==> src/rtl/instruction_fetch_stage.sv <==
// ----------------------------------------------------------------------------
// instruction_fetch_stage
// Fetch stage of the 64-bit RISC-V pipeline. Holds the PC, issues one
// instruction request at a time, and loads the IF/ID register for decode.
// It obeys the decode stall enables and EX branch redirects, and it inserts
// bubbles when IF/ID advances without a new instruction.
//
// Parameters:
//   BUS_DATA_WIDTH  PC / address width (default 64)
//   RESET_PC        PC value loaded on reset
//
// Optional feature:
//   IFETCH_PERF_CNT_EN  when defined, adds outStallCount, a saturating count
//                       of stall cycles (inPCWrite=0 or inIfIdWrite=0).
//
// Ports:
//   clk, reset_n                     clock, async active-low reset
//   inPCWrite, inIfIdWrite           stall controls from hazard detection
//   inBranchTaken, inBranchTarget    redirect from EX
//   outReqValid/inReqReady/outReqAddr  instruction request handshake
//   inRespValid, inRespData          returned instruction word
//   outIfIdValid/outIfIdPC/outIfIdIns  IF/ID pipeline register
//   outStallCount                    stall counter (IFETCH_PERF_CNT_EN only)
// ----------------------------------------------------------------------------
module instruction_fetch_stage #(
   parameter int unsigned                BUS_DATA_WIDTH = 64,
   parameter logic [BUS_DATA_WIDTH-1:0]  RESET_PC       = '0
) (
   input  logic                      clk,
   input  logic                      reset_n,
   input  logic                      inPCWrite,
   input  logic                      inIfIdWrite,
   input  logic                      inBranchTaken,
   input  logic [BUS_DATA_WIDTH-1:0] inBranchTarget,
   output logic                      outReqValid,
   input  logic                      inReqReady,
   output logic [BUS_DATA_WIDTH-1:0] outReqAddr,
   input  logic                      inRespValid,
   input  logic [31:0]               inRespData,
   output logic                      outIfIdValid,
   output logic [BUS_DATA_WIDTH-1:0] outIfIdPC,
   output logic [31:0]               outIfIdIns
`ifdef IFETCH_PERF_CNT_EN
   ,
   output logic [31:0]               outStallCount
`endif
);

   localparam int unsigned INS_W = 32;
   localparam int unsigned CNT_W = 32;
   localparam logic [INS_W-1:0]          NOP_INS = INS_W'(32'h0000_0013);
   localparam logic [BUS_DATA_WIDTH-1:0] PC_STEP = BUS_DATA_WIDTH'(4);

   typedef enum logic [1:0] {
      ST_REQ  = 2'd0,
      ST_WAIT = 2'd1,
      ST_HOLD = 2'd2
   } state_e;

   state_e                    state_q, state_d;
   logic [BUS_DATA_WIDTH-1:0] pc_q, pc_d;
   logic [INS_W-1:0]          buf_q, buf_d;
   logic                      discard_q, discard_d;
   logic                      ifid_valid_q, ifid_valid_d;
   logic [BUS_DATA_WIDTH-1:0] ifid_pc_q, ifid_pc_d;
   logic [INS_W-1:0]          ifid_ins_q, ifid_ins_d;

   logic                      req_fire;
   logic                      advance;
   logic                      deliver;
   logic [INS_W-1:0]          deliver_ins;
   logic [BUS_DATA_WIDTH-1:0] target_aligned;
   logic                      unused_target_lsbs;

   assign req_fire           = (state_q == ST_REQ) && inReqReady;
   assign advance            = inPCWrite && inIfIdWrite;
   assign target_aligned     = {inBranchTarget[BUS_DATA_WIDTH-1:2], 2'b00};
   assign unused_target_lsbs = ^inBranchTarget[1:0];

   // Next-state, PC, buffer and IF/ID update
   always_comb begin
      state_d      = state_q;
      pc_d         = pc_q;
      buf_d        = buf_q;
      discard_d    = discard_q;
      ifid_valid_d = ifid_valid_q;
      ifid_pc_d    = ifid_pc_q;
      ifid_ins_d   = ifid_ins_q;
      deliver      = 1'b0;
      deliver_ins  = buf_q;

      if (inBranchTaken) begin
         // Redirect wins: new PC, bubble in IF/ID, any in-flight word goes stale
         pc_d         = target_aligned;
         ifid_valid_d = 1'b0;
         ifid_ins_d   = NOP_INS;
         case (state_q)
            ST_REQ: begin
               if (req_fire) begin
                  state_d   = ST_WAIT;
                  discard_d = 1'b1;
               end
            end
            ST_WAIT: begin
               if (inRespValid) begin
                  state_d   = ST_REQ;
                  discard_d = 1'b0;
               end else begin
                  discard_d = 1'b1;
               end
            end
            default: state_d = ST_REQ;
         endcase
      end else begin
         case (state_q)
            ST_REQ: begin
               if (req_fire) state_d = ST_WAIT;
            end
            ST_WAIT: begin
               if (inRespValid) begin
                  if (discard_q) begin
                     discard_d = 1'b0;
                     state_d   = ST_REQ;
                  end else if (advance) begin
                     deliver     = 1'b1;
                     deliver_ins = inRespData;
                     state_d     = ST_REQ;
                  end else begin
                     buf_d   = inRespData;
                     state_d = ST_HOLD;
                  end
               end
            end
            ST_HOLD: begin
               if (advance) begin
                  deliver = 1'b1;
                  state_d = ST_REQ;
               end
            end
            default: state_d = ST_REQ;
         endcase

         // PC only moves together with an IF/ID load
         if (deliver) begin
            ifid_valid_d = 1'b1;
            ifid_pc_d    = pc_q;
            ifid_ins_d   = deliver_ins;
            pc_d         = pc_q + PC_STEP;
         end else if (inIfIdWrite) begin
            ifid_valid_d = 1'b0;
            ifid_ins_d   = NOP_INS;
         end
      end
   end

   // State and pipeline registers
   always_ff @(posedge clk or negedge reset_n) begin
      if (!reset_n) begin
         state_q      <= ST_REQ;
         pc_q         <= RESET_PC;
         buf_q        <= '0;
         discard_q    <= 1'b0;
         ifid_valid_q <= 1'b0;
         ifid_pc_q    <= '0;
         ifid_ins_q   <= NOP_INS;
      end else begin
         state_q      <= state_d;
         pc_q         <= pc_d;
         buf_q        <= buf_d;
         discard_q    <= discard_d;
         ifid_valid_q <= ifid_valid_d;
         ifid_pc_q    <= ifid_pc_d;
         ifid_ins_q   <= ifid_ins_d;
      end
   end

   // Gated by reset_n so the request is low in reset and up in the first cycle after
   assign outReqValid  = (state_q == ST_REQ) && reset_n;
   assign outReqAddr   = pc_q;
   assign outIfIdValid = ifid_valid_q;
   assign outIfIdPC    = ifid_pc_q;
   assign outIfIdIns   = ifid_ins_q;

`ifdef IFETCH_PERF_CNT_EN
   logic [CNT_W-1:0] stall_cnt_q, stall_cnt_d;

   // Saturating stall-cycle counter
   always_comb begin
      stall_cnt_d = stall_cnt_q;
      if ((!inPCWrite || !inIfIdWrite) && (stall_cnt_q != '1)) begin
         stall_cnt_d = stall_cnt_q + CNT_W'(1);
      end
   end

   always_ff @(posedge clk or negedge reset_n) begin
      if (!reset_n) stall_cnt_q <= '0;
      else          stall_cnt_q <= stall_cnt_d;
   end

   assign outStallCount = stall_cnt_q;
`endif

endmodule

==> config.mk <==
export PLATFORM = sky130hd
export DESIGN_NAME = instruction_fetch_stage
export DESIGN_NICKNAME = d
export VERILOG_FILES = /design/src/rtl/instruction_fetch_stage.sv
export SDC_FILE = /design/constraint.sdc
export NUM_CORES = 1
export LEC_CHECK = 0
export ABC_AREA = 1
export BUFFER_PORTS_ARGS = -buffer_cell sky130_fd_sc_hd__buf_4
export CORE_UTILIZATION = 49
export CTS_CLUSTER_SIZE = 8
export DETAILED_ROUTE_END_ITERATION = 16
export GPL_ROUTABILITY_DRIVEN = 0
export PLACE_DENSITY = 0.75
export SYNTH_ARGS = -nofsm -noshare
export SYNTH_HDL_FRONTEND = slang
export SYNTH_SLANG_ARGS = --single-unit
==> constraint.sdc <==
create_clock -name clk -period 1.5 [get_ports clk]
set_input_delay 0.15 -clock clk [delete_from_list [all_inputs] [get_ports clk]]
set_output_delay 0.15 -clock clk [all_outputs]
set_load 0.02 [all_outputs]
### Word level (Yosys, flattened, before mapping)

Index checks and enable logic that the tools add are counted.

* register bits: 196
* word-level logic and storage cells: 61

* add/subtract/negate cells: 1
* equality and inequality tests: 5
* mux-type cells: 32
* bitwise logic cells: 3
* reductions and logical operators: 13

Operator list (number)
* 2-to-1 mux 32 bit: 7
* 2-to-1 mux 64 bit: 2
* adder 64 x 3 -> 64 bit, second input constant: 1
* 2-to-1 mux 2 bit: 7
* 2-to-1 mux 1 bit: 12
* nonzero test 2 bit: 4
* != test 3 bit, second input constant: 2
* one-hot mux 2 bit (3 select lines): 1
* AND reduction 5 bit: 1
* one-hot mux 1 bit (2 select lines): 2
* one-hot mux 2 bit (2 select lines): 1
* AND reduction 2 bit: 2
* AND reduction 4 bit: 1
* logical AND 1 bit: 3
* NOT 1 bit: 3
* nonzero test 3 bit: 1
* == test 2 x 1 -> 1 bit, second input constant: 1
* == test 2 bit, second input constant: 1
* zero test 2 bit: 1
* != test 2 bit, second input constant: 1

### Longest topological paths before layout

Gate-level depths: netlist (run 1).

* word-level depth: 8
* depth in mapped cells: 11

### Least setup slack after synthesis (run 1)

OpenSTA, ideal clock, no wires.

* path type: register to register
* start point: register pc_q[2] (netlist: outReqAddr[2])
* end point: register pc_q[58] (netlist: outReqAddr[58])
* setup time: 0.124 ns
* arrival time: 1.609 ns
* setup slack: -0.233 ns
* cell stages (with the launch flop): 11
* buffers on the path: 0
* cells stage by stage: dfrtp_1 -> ha_1 -> inv_1 -> nor2_1 -> nand2_4 -> nor2_4 -> nand2_4 -> nor2_1 -> nand2_1 -> nand2_1 -> nand3_1

* word-level cells in the longest chain between the ends: 3

RTL lines
* start, declared: RTL line 61 `logic [BUS_DATA_WIDTH-1:0] pc_q, pc_d;`
* start signal, assigned: RTL line 168 `pc_q <= pc_d;`
* adder 64 x 3 -> 64 bit: RTL line 148 `pc_d = pc_q + PC_STEP;`
* 2-to-1 mux 64 bit: RTL line 144 `if (deliver) begin`
* 2-to-1 mux 64 bit: RTL line 92 `if (inBranchTaken) begin`

Every way passes these cells. The select of a mux whose other input is x is not followed.
A chain may end at the register's enable or synchronous reset.

### Final worst setup path (run 1)

* start point: register state_q[1]
* end point: register pc_q[31] (netlist: outReqAddr[31])

* word-level cells in the longest chain between the ends: 4
* elaborated cells between the ends (all ways): 5
* those cells by class: eq/ne (2); mux (2); reduce/logical (1)

RTL lines
* start, declared: RTL line 60 `state_e state_q, state_d;`
* start signal, assigned: RTL line 167 `state_q <= state_d;`
* == test 2 bit / == test 2 x 1 -> 1 bit (equally long branches): RTL line 115 `case (state_q)`
* one-hot mux 1 bit (2 select lines) (*): RTL line 115
* 2-to-1 mux 1 bit (*): RTL line 92
* nonzero test 2 bit (no source line) (*)

Every way passes the cells marked *; elsewhere a longest branch is shown, timed or not. The select of a mux whose other input is x is not followed.

==> summary by stage, run 1 <==
Hold path
The startpoint of the most critical hold path is inRespData[20]. The path class of the tightest hold or removal check is input port to flop.

Floorplanning
The chip width is 146.4 um. The number of placement rows is 52. The starting density of the core is 0.5020. The floorplan step defined a die boundary enclosing 21,440 sq um.

The floorplan step set the die height to 146.4 um. 265 I/O pins were placed. The core area is between 20,000 and 25,000 sq um.

Clock network
The clock passes through at most 2 buffers. The number of clock buffers added by TritonCTS is 17. TritonCTS built the clock tree. The clock-pin slew on the worst setup and hold paths is 80 ps. The H-tree was split into 4 levels. The cell chosen for the clock root is sky130_fd_sc_hd__clkbuf_16. The total number of clock tree sinks is 192.

The later pin in the worst-skew pair is clocked with a latency of around 440 ps.

Worst setup path
The critical path goes through inv_2, ha_1, inv_1, nor2_4, nand3_4, inv_6, buf_12, nand3_1, nand3b_1. The worst setup path is captured at a flop. The capture point of the worst path is outReqAddr[31]. The type of the worst setup path is flop to flop. The category of the worst setup path launch point is a flop. STA puts the critical path data required time at 1870 ps. The largest incremental delay on the critical path is 400 ps.

The arrival time of data at the critical path endpoint is 2250 ps. The launch point of the worst path is state_q[1]. The setup check on the worst reg-to-reg path leaves a slack of -380 ps. Measured in cells, the most critical reg-to-reg path has a length of 9. The startpoint of the most critical register-to-register path is state_q[1]. In this run the worst path has a maximum fanout of 11.

The worst register-to-register path ends at outReqAddr[31]. Among all stages on the critical path, the largest delay is contributed by sky130_fd_sc_hd__dfrtp_1.

Pwr
Of the total power, the clock network draws 0.280. Internal power comes to around 0.012 W. For this design the total switching power over the nets is 0.006380 W.

The share of total power dissipated in sequential elements is 0.390. The leakage power summed over all cells is 7.911 nW. Dividing total power by cell area gives a power density of around 1100 nW/um^2. The switching share of total power is 0.3538. Across the VDD grid, the largest voltage drop is 0.8680 mV. The total power draw is around 0.018 W.

The part of the total power dissipated in combinational logic is 0.330.

GRT
Entering global routing, the biggest net connects 126 pins. The first global-routing pass estimated 56.64 mm of wire. For this run, global-route usage on met1 was measured as 0.4136. The most used routing layer is met2. The number of global-route vias before repair came to roughly 11,000. The number of antenna violations at the first check in global routing was 0.

After global routing the overflow that remains totals 0. Across every metal layer, demand over resource in global routing totals 0.3378. The met3 usage is 0.06656.

For this run, global-route usage on met2 was measured as 0.5631.

Yosys
The cell area that synthesis handed to floorplanning was 10,220 sq um. The mean cell area of the mapped netlist is 7.413 sq um. The share of Yosys cell area claimed by the top area cell type is 0.4627. Counting every instance in the synthesized netlist gives 1,379.

The count of state elements after synthesis is 192. The part of the Yosys area used for sequential elements is 0.4704. In the post-synthesis netlist, the biggest area contributors are sky130_fd_sc_hd__dfrtp_1, sky130_fd_sc_hd__nand2_1, sky130_fd_sc_hd__nor2_1, sky130_fd_sc_hd__inv_1, sky130_fd_sc_hd__o21ai_0. During synthesis, Yosys emitted a total of 0 warnings. The number of unique standard cell types used by synthesis is 37. The cell type with the largest total area after synthesis is sky130_fd_sc_hd__dfrtp_1.

STA
The number of slew-limit violations in the final report is 0. Timing would allow up to 530.8 MHz. The final number of setup-violating endpoints is 192. On the final layout, the worst hold slack is 2.206 ps.

The clock skew after layout is around 8.4 ps. Of the available clock period, the critical path in the final layout requires 1.256. Once routing completed, OpenROAD measured the worst setup slack at -383.9 ps. The actual slew at the worst max-slew pin is 677.3 ps. The smallest clock period supported by the final layout is computed as 1884 ps. The count of endpoints failing hold in the final timing report is 0. Headroom to the max-slew limit came out at 0.5485.

Setup repair after global routing could not meet its margin everywhere.

Detailed routing
The first routing iteration left 889 violations. The routed wire length is roughly 37 mm. The number of vias per cell after detailed routing is around 5.4. Dividing the detail-routed wire length by the instance count gives 17.54 um.

The post-detailed-route DRC marker count is 0. The routed layout has 11,537 vias. The detail route stage leaves a number of antenna-violating nets equal to 0. The first-pass iteration count of the detailed router is 5.

Finish
0 antenna diodes ended up in the layout. Compared with the post-synthesis result, the final layout area differs by 53.79%. The filler cells instantiated in the layout total about 1,400. Summing all multi-input logic gate instances after layout gives 4932 sq um. Of the cells placed in the final design, the portion with a size suffix greater than 1 is 0.3249.

The flip-flop and latch area is 4820 sq um. For this run, the post-layout net count is 1,956.

Job
Max-cap violations in this run came to 0.

Place
The HPWL after detailed placement is 24.54 mm. The worst slack at placement is -280.5 ps. Input and output buffers added on the ports amount to 258.

Status
The flow ran to the end, but the final reports show violations. The final reports fail on setup timing.
==> cell families after synthesis <==
kind of cell / share of synthesized area
other cells: 0.0003668
xor+xnor: 0.01114
mux: 0.003305
compound gates: 0.1304
fa+ha+maj: 0.004896
buf+inv: 0.08641
simple gates: 0.2931
flops: 0.4704
==> power by group through the flow <==
stage / combinational (W) / clock [W] / sequential (W)
after CTS: 0.00538 / 0.00509 / 0.00687
after detailed placement: 0.00498 / 0 / 0.00695
after global placement: 0.00483 / 0 / 0.00692
after global routing: 0.00640 / 0.00526 / 0.00713
after floorplan: 0.00194 / 0 / 0.00758
final: 0.00594 / 0.00505 / 0.00703
==> how the worst min path moves through the flow <==
stage,endpoint,slack [ps],cells past startpoint
final,buf_q[20],2,3
after global routing,outReqAddr[47],10,4
after CTS,buf_q[27],0.7,3
after detailed placement,outReqAddr[19],240,2
after global placement,outReqAddr[18],250,2
after floorplan,buf_q[0],-150,0
==> Yosys cell counts (all sizes together) <==
cell,number
a21oi,8
clkbuf,26
nand2,408
xor2,11
o21a,1
ha,4
o211ai,6
nor2,185
dfrtp,189
conb,1
o221ai,2
a22o,29
a31oi,3
clkinv,3
inv,157
mux2,3
o21ai,180
o21bai,6
nand3,80
nor3,3
dfstp,3
nand4,19
nand3b,17
and2,1
xnor2,2
buf,32
==> routing by layer <==
layer	routed length [um]	vias to the layer above
li1	-	5357
met1	13790	5404
met2	18420	650
met3	3215	126
met4	1966	0
met5	0	-
==> critical path: cells and delay by family, from the launching register on <==
family	cells	cell delay, ps
and+or+nand+nor	4	650
buffers and inverters	4	470
DFF	1	400
adders and majority gates	1	280
==> cell type report <==
cell class                      count  share of cell area
Multi-Input combinational cell    972              0.3137
Timing Repair Buffer              506              0.2789
Tap cell                          270             0.02149
Clock buffer                       17             0.02706
Clock inverter                     15             0.01369
Sequential cell                   192              0.3066
Inverter                          160             0.03860
==> registers in the layout (all words and copies together), names as in the netlist <==
signal,flops
discard_q,1
outIfIdIns,32
buf_q,32
outReqAddr,62
outIfIdPC,62
outIfIdValid,1
state_q,2
==> timing repair <==
action                                 CTS  global route
setup buffers                            9             3
pin swaps                               12            15
setup endpoints to repair              191           193
cloned                                   6             5
resized for setup                       58           110
endpoints found under the hold margin  240             0
hold buffers                            49             0
==> stage by stage <==
| step | util | TNS, ps | instance area (sq um) | std cells |
|---|---|---|---|---|
| after floorplan | - | -1308 | 10350 | 1382 |
| after global placement | 0.6765 | -17410 | 13780 | 2028 |
| after detailed placement | 0.6765 | -26670 | 13780 | 2028 |
| after CTS | 0.7507 | -22340 | 15290 | 2124 |
| after global routing | 0.7720 | -51900 | 15720 | 2132 |
| final | 0.7720 | -41020 | 15720 | 2132 |
==> layout by cell type, fill, tap and decap left out, types with 21 or more instances in the layout <==
cell and n:
sky130_fd_sc_hd__clkbuf_16 21, sky130_fd_sc_hd__nand3_1 78, sky130_fd_sc_hd__o21ai_0 60, sky130_fd_sc_hd__nor2_1 156, sky130_fd_sc_hd__dfrtp_1 180, sky130_fd_sc_hd__nand2_1 370
sky130_fd_sc_hd__buf_4 418, sky130_fd_sc_hd__o21ai_1 101, sky130_fd_sc_hd__inv_1 152, sky130_fd_sc_hd__a22o_1 29, sky130_fd_sc_hd__dlygate4sd3_1 49
Power figures use the tool's default switching activity.
==> run 2, diff against run 1 <==
- PLACE_DENSITY: 0.75 -> 0.89
==> run 2 against run 1 <==
The flow still finishes with violations (setup timing). Largest cell class unchanged. Clock power decreased by 9.1%. Die area did not move. Highest routed layer unchanged. Critical path type unchanged. Sequential power about the same. Flip-flop and latch count stayed put. Register-to-register slack about the same. Non-clock buffer count decreased by 21. Combinational power about the same. Cell count fell by 0.94%. Via count is 7.9% higher.
==> summary by stage, run 2 (synthesis gave the netlist of run 1 again) <==
Status
The run finished, with violations left. The final reports fail on setup timing.

STA
Setup repair after global routing could not meet its margin everywhere. The number of slew-limit violations in the final report came to 0. In the final timing run, aggregate negative setup slack is -39,720 ps. In the finished design, the share of the clock period the worst path needs comes to 1.253. The clock skew after layout is 11.37 ps. The final number of setup-violating endpoints is 190. After layout, the minimum clock period comes to around 1900 ps. The count of endpoints failing hold in the final timing report is 0. Timing would allow up to approximately 530 MHz. Across all setup checks in the final design, the least slack found is -379.6 ps. The worst-case headroom to the max-slew limit is 0.5450.

The actual slew at the worst max-slew pin is roughly 680 ps.

Finish
Summing all multi-input logic gate instances after layout gives 4943 sq um. The commonest non-fill, non-tap cell in the layout is sky130_fd_sc_hd__buf_4. The finished cells cover about 15,000 sq um. The area growth from synthesis to layout is 51.13%. In the final design database the tool counted between 1,500 and 2,000 nets. The flip-flop and latch area is 4818 sq um. In the final layout, the share of cells above drive strength 1 is 0.3252. Leaving out fill and tap cells, the most frequent cells in the layout are sky130_fd_sc_hd__buf_4, sky130_fd_sc_hd__nand2_1, sky130_fd_sc_hd__dfrtp_1. The final antenna diode count is 0.

The filler cell count is 1,291.

GRT
For this run, the total global-route usage over all layers was measured as 0.3610. The number of antenna violations at the first check in global routing is 0. Entering global routing, the biggest net connects 118 pins. The number of global-route vias before repair came to 11,550. The wire length of the first global-routing pass is 60.11 mm. Summed over all layers, the global routing overflow is 0.

Worst setup path
The arrival time of data at the critical path endpoint is 2270 ps. In this run the worst setup path begins at state_q[0]. The highest fanout seen on the critical path is 4.

The endpoint of the most critical register-to-register path is outReqAddr[7]. At the worst endpoint, the required time is 1890 ps. STA classifies the critical path endpoint as a flop. The critical path in this run is classified as flop to flop. Following the worst setup path forward leads to its endpoint at outReqAddr[7]. The category of the worst setup path launch point is a flop. The setup slack of the most critical reg-to-reg path is -380 ps. The worst register-to-register path begins at state_q[0].

The number of cell instances on the worst register-to-register path is 9.

Detailed routing
The via count is 12,449. The residual antenna-violating net count after detailed routing is 0. The detailed router finished its first iteration with ~1,500 violations. In the routed layout, each cell is associated on average with a via count of 5.894. The final layout contains routed wiring with a total length of approximately 43 mm.

Dividing the detail-routed wire length by the instance count gives 20.31 um. Before antenna repair, the detailed router went through 9 iterations. In the routed design, unresolved DRC markers number 0.

Floorplanning
In this run the count of I/O pins placed on the die edge is approximately 270. The initial utilization of the core area, before any placement, comes to 0.5020. The die footprint is 21,440 sq um. The chip width is around 150 um. After floorplanning, the core was sized to cover 20,360 sq um. The floorplan has 52 rows. The die height is 146.4 um.

Clock network
The clock passes through at most 2 buffers. In this run, CTS created clock tree buffers numbering 17. The cell chosen for the clock root is sky130_fd_sc_hd__clkbuf_16.

CTS built an H-tree with a depth of 4. The clock-pin slew on the worst setup and hold paths is 80 ps. The total number of clock tree sinks is 192. The clock reaches the later pin of the worst-skew pair after roughly 450 ps.

The clock tree from TritonCTS is built.

Pwr
The power density over cell area is 1137 nW/um^2. The worst-case IR drop observed on VDD is 0.9825 mV. The analysis attributes to cell leakage a power of 7.780 nW.

Place
Port buffering added 258 buffers. The placed wire-length estimate is 26.31 mm. The total placed instance area is 13,780 sq um.

Hold path
The path class of the tightest hold or removal check is input port to flop.

Job
The total of max-cap violations is 0.
==> run 2: cell types whose count changed in the layout (fill, tap and decap cells not counted), moves of 5 or more <==
cell,before,now
sky130_fd_sc_hd__nand2_1,370,376
sky130_fd_sc_hd__o21ai_1,101,71
sky130_fd_sc_hd__buf_4,418,404
sky130_fd_sc_hd__nand2_4,17,10
sky130_fd_sc_hd__o21ai_0,60,96
sky130_fd_sc_hd__nor2_1,156,150
sky130_fd_sc_hd__buf_16,5,0
sky130_fd_sc_hd__o21ai_2,19,13
sky130_fd_sc_hd__dlygate4sd3_1,49,38
sky130_fd_sc_hd__buf_6,9,14
==> run 2: report_power, final <==
| group | internal [W] | switching (W) | total (W) |
|---|---|---|---|
| sequential | 0.00618 | 0.000866 | 0.00704 |
| clock | 0.00228 | 0.00231 | 0.00459 |
| combinational | 0.00254 | 0.00338 | 0.00593 |
==> run 2: metal layers <==
| layer | vias to the layer above | GRT usage | wire length [um] |
|---|---|---|---|
| met1 | 5714 | 0.4282 | 14410 |
| met2 | 1107 | 0.5976 | 20160 |
| met5 | - | 0 | 0 |
| met4 | 0 | 0.1969 | 2904 |
| li1 | 5314 | - | - |
| met3 | 314 | 0.09625 | 5425 |
==> run 2: worst min path at each step <==
stage,cells past startpoint,startpoint,to,slack (ps)
2_1_floorplan,0,reset_n,buf_q[0],-150
3_3_place_gp,1,reset_n,outIfIdPC[23],-7
3_5_place_dp,1,reset_n,outIfIdPC[23],-8
4_1_cts,3,inRespData[13],buf_q[13],3
5_1_grt,3,inRespData[8],buf_q[8],5
6_report,3,inRespData[8],buf_q[8],2
==> run 2: worst max-delay path, stage by stage, from the launching register on <==
cell                       delay, ps
sky130_fd_sc_hd__dfrtp_1         410
sky130_fd_sc_hd__inv_2            90
sky130_fd_sc_hd__ha_4            270
sky130_fd_sc_hd__inv_2            40
sky130_fd_sc_hd__nor2_4          150
sky130_fd_sc_hd__nand3_2         170
sky130_fd_sc_hd__buf_4           180
sky130_fd_sc_hd__o21ai_0         290
sky130_fd_sc_hd__o211ai_1        140
sky130_fd_sc_hd__nand2_1          80
==> run 2: metrics by stage <==
step	hold slack [ps]	utilization	setup slack, ps	std cells	power [W]
global placement	-6.536	0.6767	-169.9	2022	0.01177
global route	4.927	0.7586	-477.4	2112	0.01825
CTS	3.099	0.7330	-238.8	2097	0.01683
floorplan	-145.6	-	-22.92	1382	0.009515
detailed placement	-8.147	0.6767	-263.1	2022	0.01207
finish	2.422	0.7586	-379.6	2112	0.01756
==> run 2: final cells by class <==
class | count | share of cell area
multi-input cells | 973 | 0.3200
flip-flops and latches | 192 | 0.3119
repair buffers | 485 | 0.2699
inverters | 160 | 0.03928
clock buffers | 19 | 0.02932
well taps | 270 | 0.02187
clock inverters | 13 | 0.007694
==> run 2: repair_timing <==
item / CTS / global route
gates resized for setup: 34 / 94
cloned: 2 / 9
endpoints found under the setup margin: 191 / 192
pin swaps: 5 / 15
hold buffers: 38 / 0
hold endpoints to repair: 229 / 0
buffers inserted: 3 / 8
==> run 3, diff against run 2 <==
- ABC_AREA: 1 -> unset
- CORE_UTILIZATION: 49 -> 56
- PLACE_DENSITY: 0.89 -> 0.95
- clock period: 1.5 -> 2.4 ns (I/O delays scaled with it)
==> run 3 against run 2 <==
The flow still finishes with violations (setup timing). Synthesized area is 13% lower. Clock power is 37% lower. Worst hold slack better by 14 ps. Utilization is 2.8 points higher. Synthesized cell count is 33% lower. Maximum frequency is 22% lower. Die area is 24% lower. Critical endpoint is now outReqAddr[38]. Highest routed layer unchanged.
==> summary by stage, run 3 <==
Floorplanning
The number of placement rows is 45. The die height is 127.7 um. The initial utilization of the core area, before any placement, comes to 0.5778. Pin placement for this block handled 265 I/O pins. The core region is 15,310 sq um. The chip width is 127.7 um. The die covers about 16,000 sq um.

Finish
The filler cells instantiated in the layout total 978. The area growth from synthesis to layout is 36.13%. The commonest non-fill, non-tap cell in the layout is sky130_fd_sc_hd__buf_4. The fraction of final layout cells sized beyond drive strength 1 is 0.3276.

The number of nets in the finished design is 1,315. The multi-input combinational cells in the finished layout cover a total of 3870 sq um. In the layout the commonest cells are sky130_fd_sc_hd__buf_4, sky130_fd_sc_hd__nand2_1, sky130_fd_sc_hd__dfrtp_1. The sequential cells in the finished layout cover a total of 4808 sq um.

GRT
The number of antenna violations at the first check in global routing is 0. The number of global-route vias before repair is 8,126. The wire length of the first global-routing pass is 41.23 mm. The global routing usage summed across all routing layers is 0.3278. Entering global routing, the biggest net connects a little under 100 pins. The total congestion overflow is 0.

Detailed routing
In the routed design, unresolved DRC markers number 0. The number of vias per cell after detailed routing is 5.798. The count of nets left with antenna violations once routing finished came out at 0. The first routing iteration left 822 violations.

The routed design has 26.56 mm of wire. The first-pass iteration count of the detailed router is 5. The average wire per cell in the routed design is approximately 19 um.

The via count is between 8,000 and 9,000.

Yosys
The synthesized-area fraction occupied by ao, oa, aoi and oai cells is 0.09064. The number of synthesized flops with an enable pin is 0. After synthesis, the share of flip-flops with an asynchronous set or reset is 1.000. The cell area after synthesis is between 8000 and 9000 sq um.

The mean cell area of the mapped netlist is 9.587 sq um. By area the synthesized netlist is led by sky130_fd_sc_hd__dfrtp_1, sky130_fd_sc_hd__nand2_1, sky130_fd_sc_hd__o21ai_0, sky130_fd_sc_hd__mux2_2, sky130_fd_sc_hd__mux2i_1. In the synthesized netlist, the number of instances is 923. After synthesis, the largest family of logic cells by area is simple AND/OR/NAND/NOR gates.

The share of the Yosys chip area taken by registers is 0.5434. Measured against the total synthesized area, the mux share comes to 0.07933. Synthesis inferred 192 register bits. Of the total synthesized cell area, the portion taken by full adders, half adders and majority gates is 0.005656.

The warning count from the yosys run is 0. The commonest cells after synthesis are sky130_fd_sc_hd__nand2_1, sky130_fd_sc_hd__dfrtp_1, sky130_fd_sc_hd__o21ai_0. Of the total synthesized cell area, the portion taken by AND, OR, NAND and NOR gates is 0.2224. Counting distinct cell types in the post-synthesis netlist gives 40. The most used flip-flop cell after synthesis is sky130_fd_sc_hd__dfrtp_1. Of the post-synthesis cell area, the dominant cell type holds 0.5345.

sky130_fd_sc_hd__dfrtp_1 takes more of the synthesized area than any other cell. The synthesized-area fraction occupied by xor and xnor cells is 0.02771. The most frequently used cell type in the post-synthesis netlist is sky130_fd_sc_hd__nand2_1.

Worst setup path
Broken down by cell family, the worst path's largest delay share belongs to simple AND/OR/NAND/NOR gates. At the worst endpoint, the required time is 2740 ps. The arrival time of data at the critical path endpoint is 2760 ps. The critical path goes through inv_2, ha_4, nand3b_1, a211oi_4, buf_6, nand4_1, or4_1, a31oi_1.

The critical path in this run is classified as flop to flop. The largest incremental delay on the critical path is approximately 520 ps. STA classifies the critical path endpoint as a flop. The worst setup path is launched from a flop. Along the worst path, the maximum fanout reaches 5. On the critical path, the stage with the largest delay is an instance of sky130_fd_sc_hd__or4_1. The critical path contains buffers and inverters numbering 2 combined.

STA
Once routing completed, OpenROAD measured the worst setup slack at -12.57 ps. The post-route minimum period is 2413 ps. The final number of setup-violating endpoints is 1. The clock skew after layout is 10.31 ps. The actual slew at the worst max-slew pin is 622.8 ps.

The number of slew-limit violations in the final report was 0. Static timing analysis puts the maximum clock frequency at 414.5 MHz. The count of endpoints failing hold in the final timing report was 0. The portion of the clock cycle consumed by the worst path in the final layout is 1.005.

The worst-case headroom to the max-slew limit is 0.5848. Setup repair after global routing could not meet its margin everywhere.

Pwr
The worst-case IR drop observed on VDD is 0.6406 mV. The power density over cell area is 915.1 nW/um^2. Overall power consumption after layout is estimated at 0.01102 W. The leakage power summed over all cells is 5.746 nW.

Place
The quantity of I/O buffers inserted on ports is 258. Before CTS, the worst setup slack after placement is -5.524 ps. Detailed placement finished with a half-perimeter wire length of approximately 18 mm.

Status
The flow ran to the end, but the final reports show violations. The checks that failed: setup timing.

Clock network
The H-tree level count is 4. Counting along the longest clock path gives a buffer depth of 2. The clock drives 192 sinks. Clock latency on the worst-skew pair, taken at its later pin, is between 400 and 500 ps. After clock tree synthesis, the clock-pin slew on the worst setup and hold paths is 70 ps. The cell sitting at the root of the clock tree is a sky130_fd_sc_hd__clkbuf_16. TritonCTS built the clock tree. Clock tree synthesis inserted a total of 17 buffers.

Job
The tool flagged a number of max-cap violations equal to 0.

Hold path
The class of the tightest hold or removal check is input port to flop.
## run 3: cell count changes after synthesis, moves of 33 or more
cell	change
sky130_fd_sc_hd__mux2i_1	+33
sky130_fd_sc_hd__inv_1	-144
sky130_fd_sc_hd__nand3_1	-54
sky130_fd_sc_hd__nand2_1	-136
sky130_fd_sc_hd__o21ai_1	-70
sky130_fd_sc_hd__nor2_1	-126
## run 3: cell families after synthesis
family	Yosys count
AO/OA/AOI/OAI	140
XOR/XNOR	28
adder cells (fa/ha/maj)	4
buffers and inverters	65
flip-flops	192
multiplexers	66
other	1
AND/OR/NAND/NOR	427
## run 3: what timing repair did
item,CTS,global route
hold endpoints to repair,49,0
buffers inserted,0,12
pin swaps,1,8
resized for setup,0,13
setup endpoints to repair,2,40
hold buffers,4,0
## run 3: routing by layer
metal	global-route usage	part of all wire	vias up
met3	0.08389	0.076	84
met4	0.1689	0.042	0
met2	0.5493	0.51	417
li1	-	-	3761
met5	0	0	-
met1	0.3927	0.38	4046
## run 3: report_power, final
part	internal, W	total (W)	switching [W]
clock network	0.00158	0.00290	0.00132
registers	0.00407	0.00464	0.000573
logic	0.00155	0.00348	0.00193
## run 3: area by class of cell
type / instances / share of cell area
tap: 211 / 0.02192
antenna: 1 / 0.0002077
clock buffer: 18 / 0.03563
multi-input combinational: 669 / 0.3213
clock inverter: 14 / 0.01423
sequential: 192 / 0.3992
timing repair buffer: 316 / 0.2038
inverter: 12 / 0.003739
## run 3: worst reg2reg max path, cell delays in order (launching register included)
cell                       delay, ps
sky130_fd_sc_hd__dfrtp_1         410
sky130_fd_sc_hd__inv_2            90
sky130_fd_sc_hd__ha_4            130
sky130_fd_sc_hd__nand3b_1        200
sky130_fd_sc_hd__a211oi_4        400
sky130_fd_sc_hd__buf_6           160
sky130_fd_sc_hd__nand4_1         220
sky130_fd_sc_hd__or4_1           520
sky130_fd_sc_hd__a31oi_1         200
## run 3: final timing paths
kind                                          from  cells after the start        endpoint  slack (ps)
worst max register to register          state_q[1]                      8  outReqAddr[38]         -10
worst min register to register       outIfIdPC[30]                      2   outIfIdPC[30]         480
worst max-delay path                    state_q[1]                      8  outReqAddr[38]         -10
worst min-delay path            inBranchTarget[19]                      3  outReqAddr[19]          20
max in group asynchronous                  reset_n                      3        buf_q[6]        1130
min in group asynchronous                  reset_n                      2    outIfIdPC[8]         300
## run 3: stage by stage
stage               std cells    util  TNS, ps  hold slack [ps]  cell area (sq um)
CTS                      1420  0.7757   -13.29           0.4383              11880
detailed placement       1384  0.7339   -5.524            208.6              11240
global route             1432  0.7864   -531.2            3.356              12040
finish                   1433  0.7865   -12.57            16.70              12050
global placement         1384  0.7339        0            203.8              11240
floorplan                 926       -        0           -55.59               8860
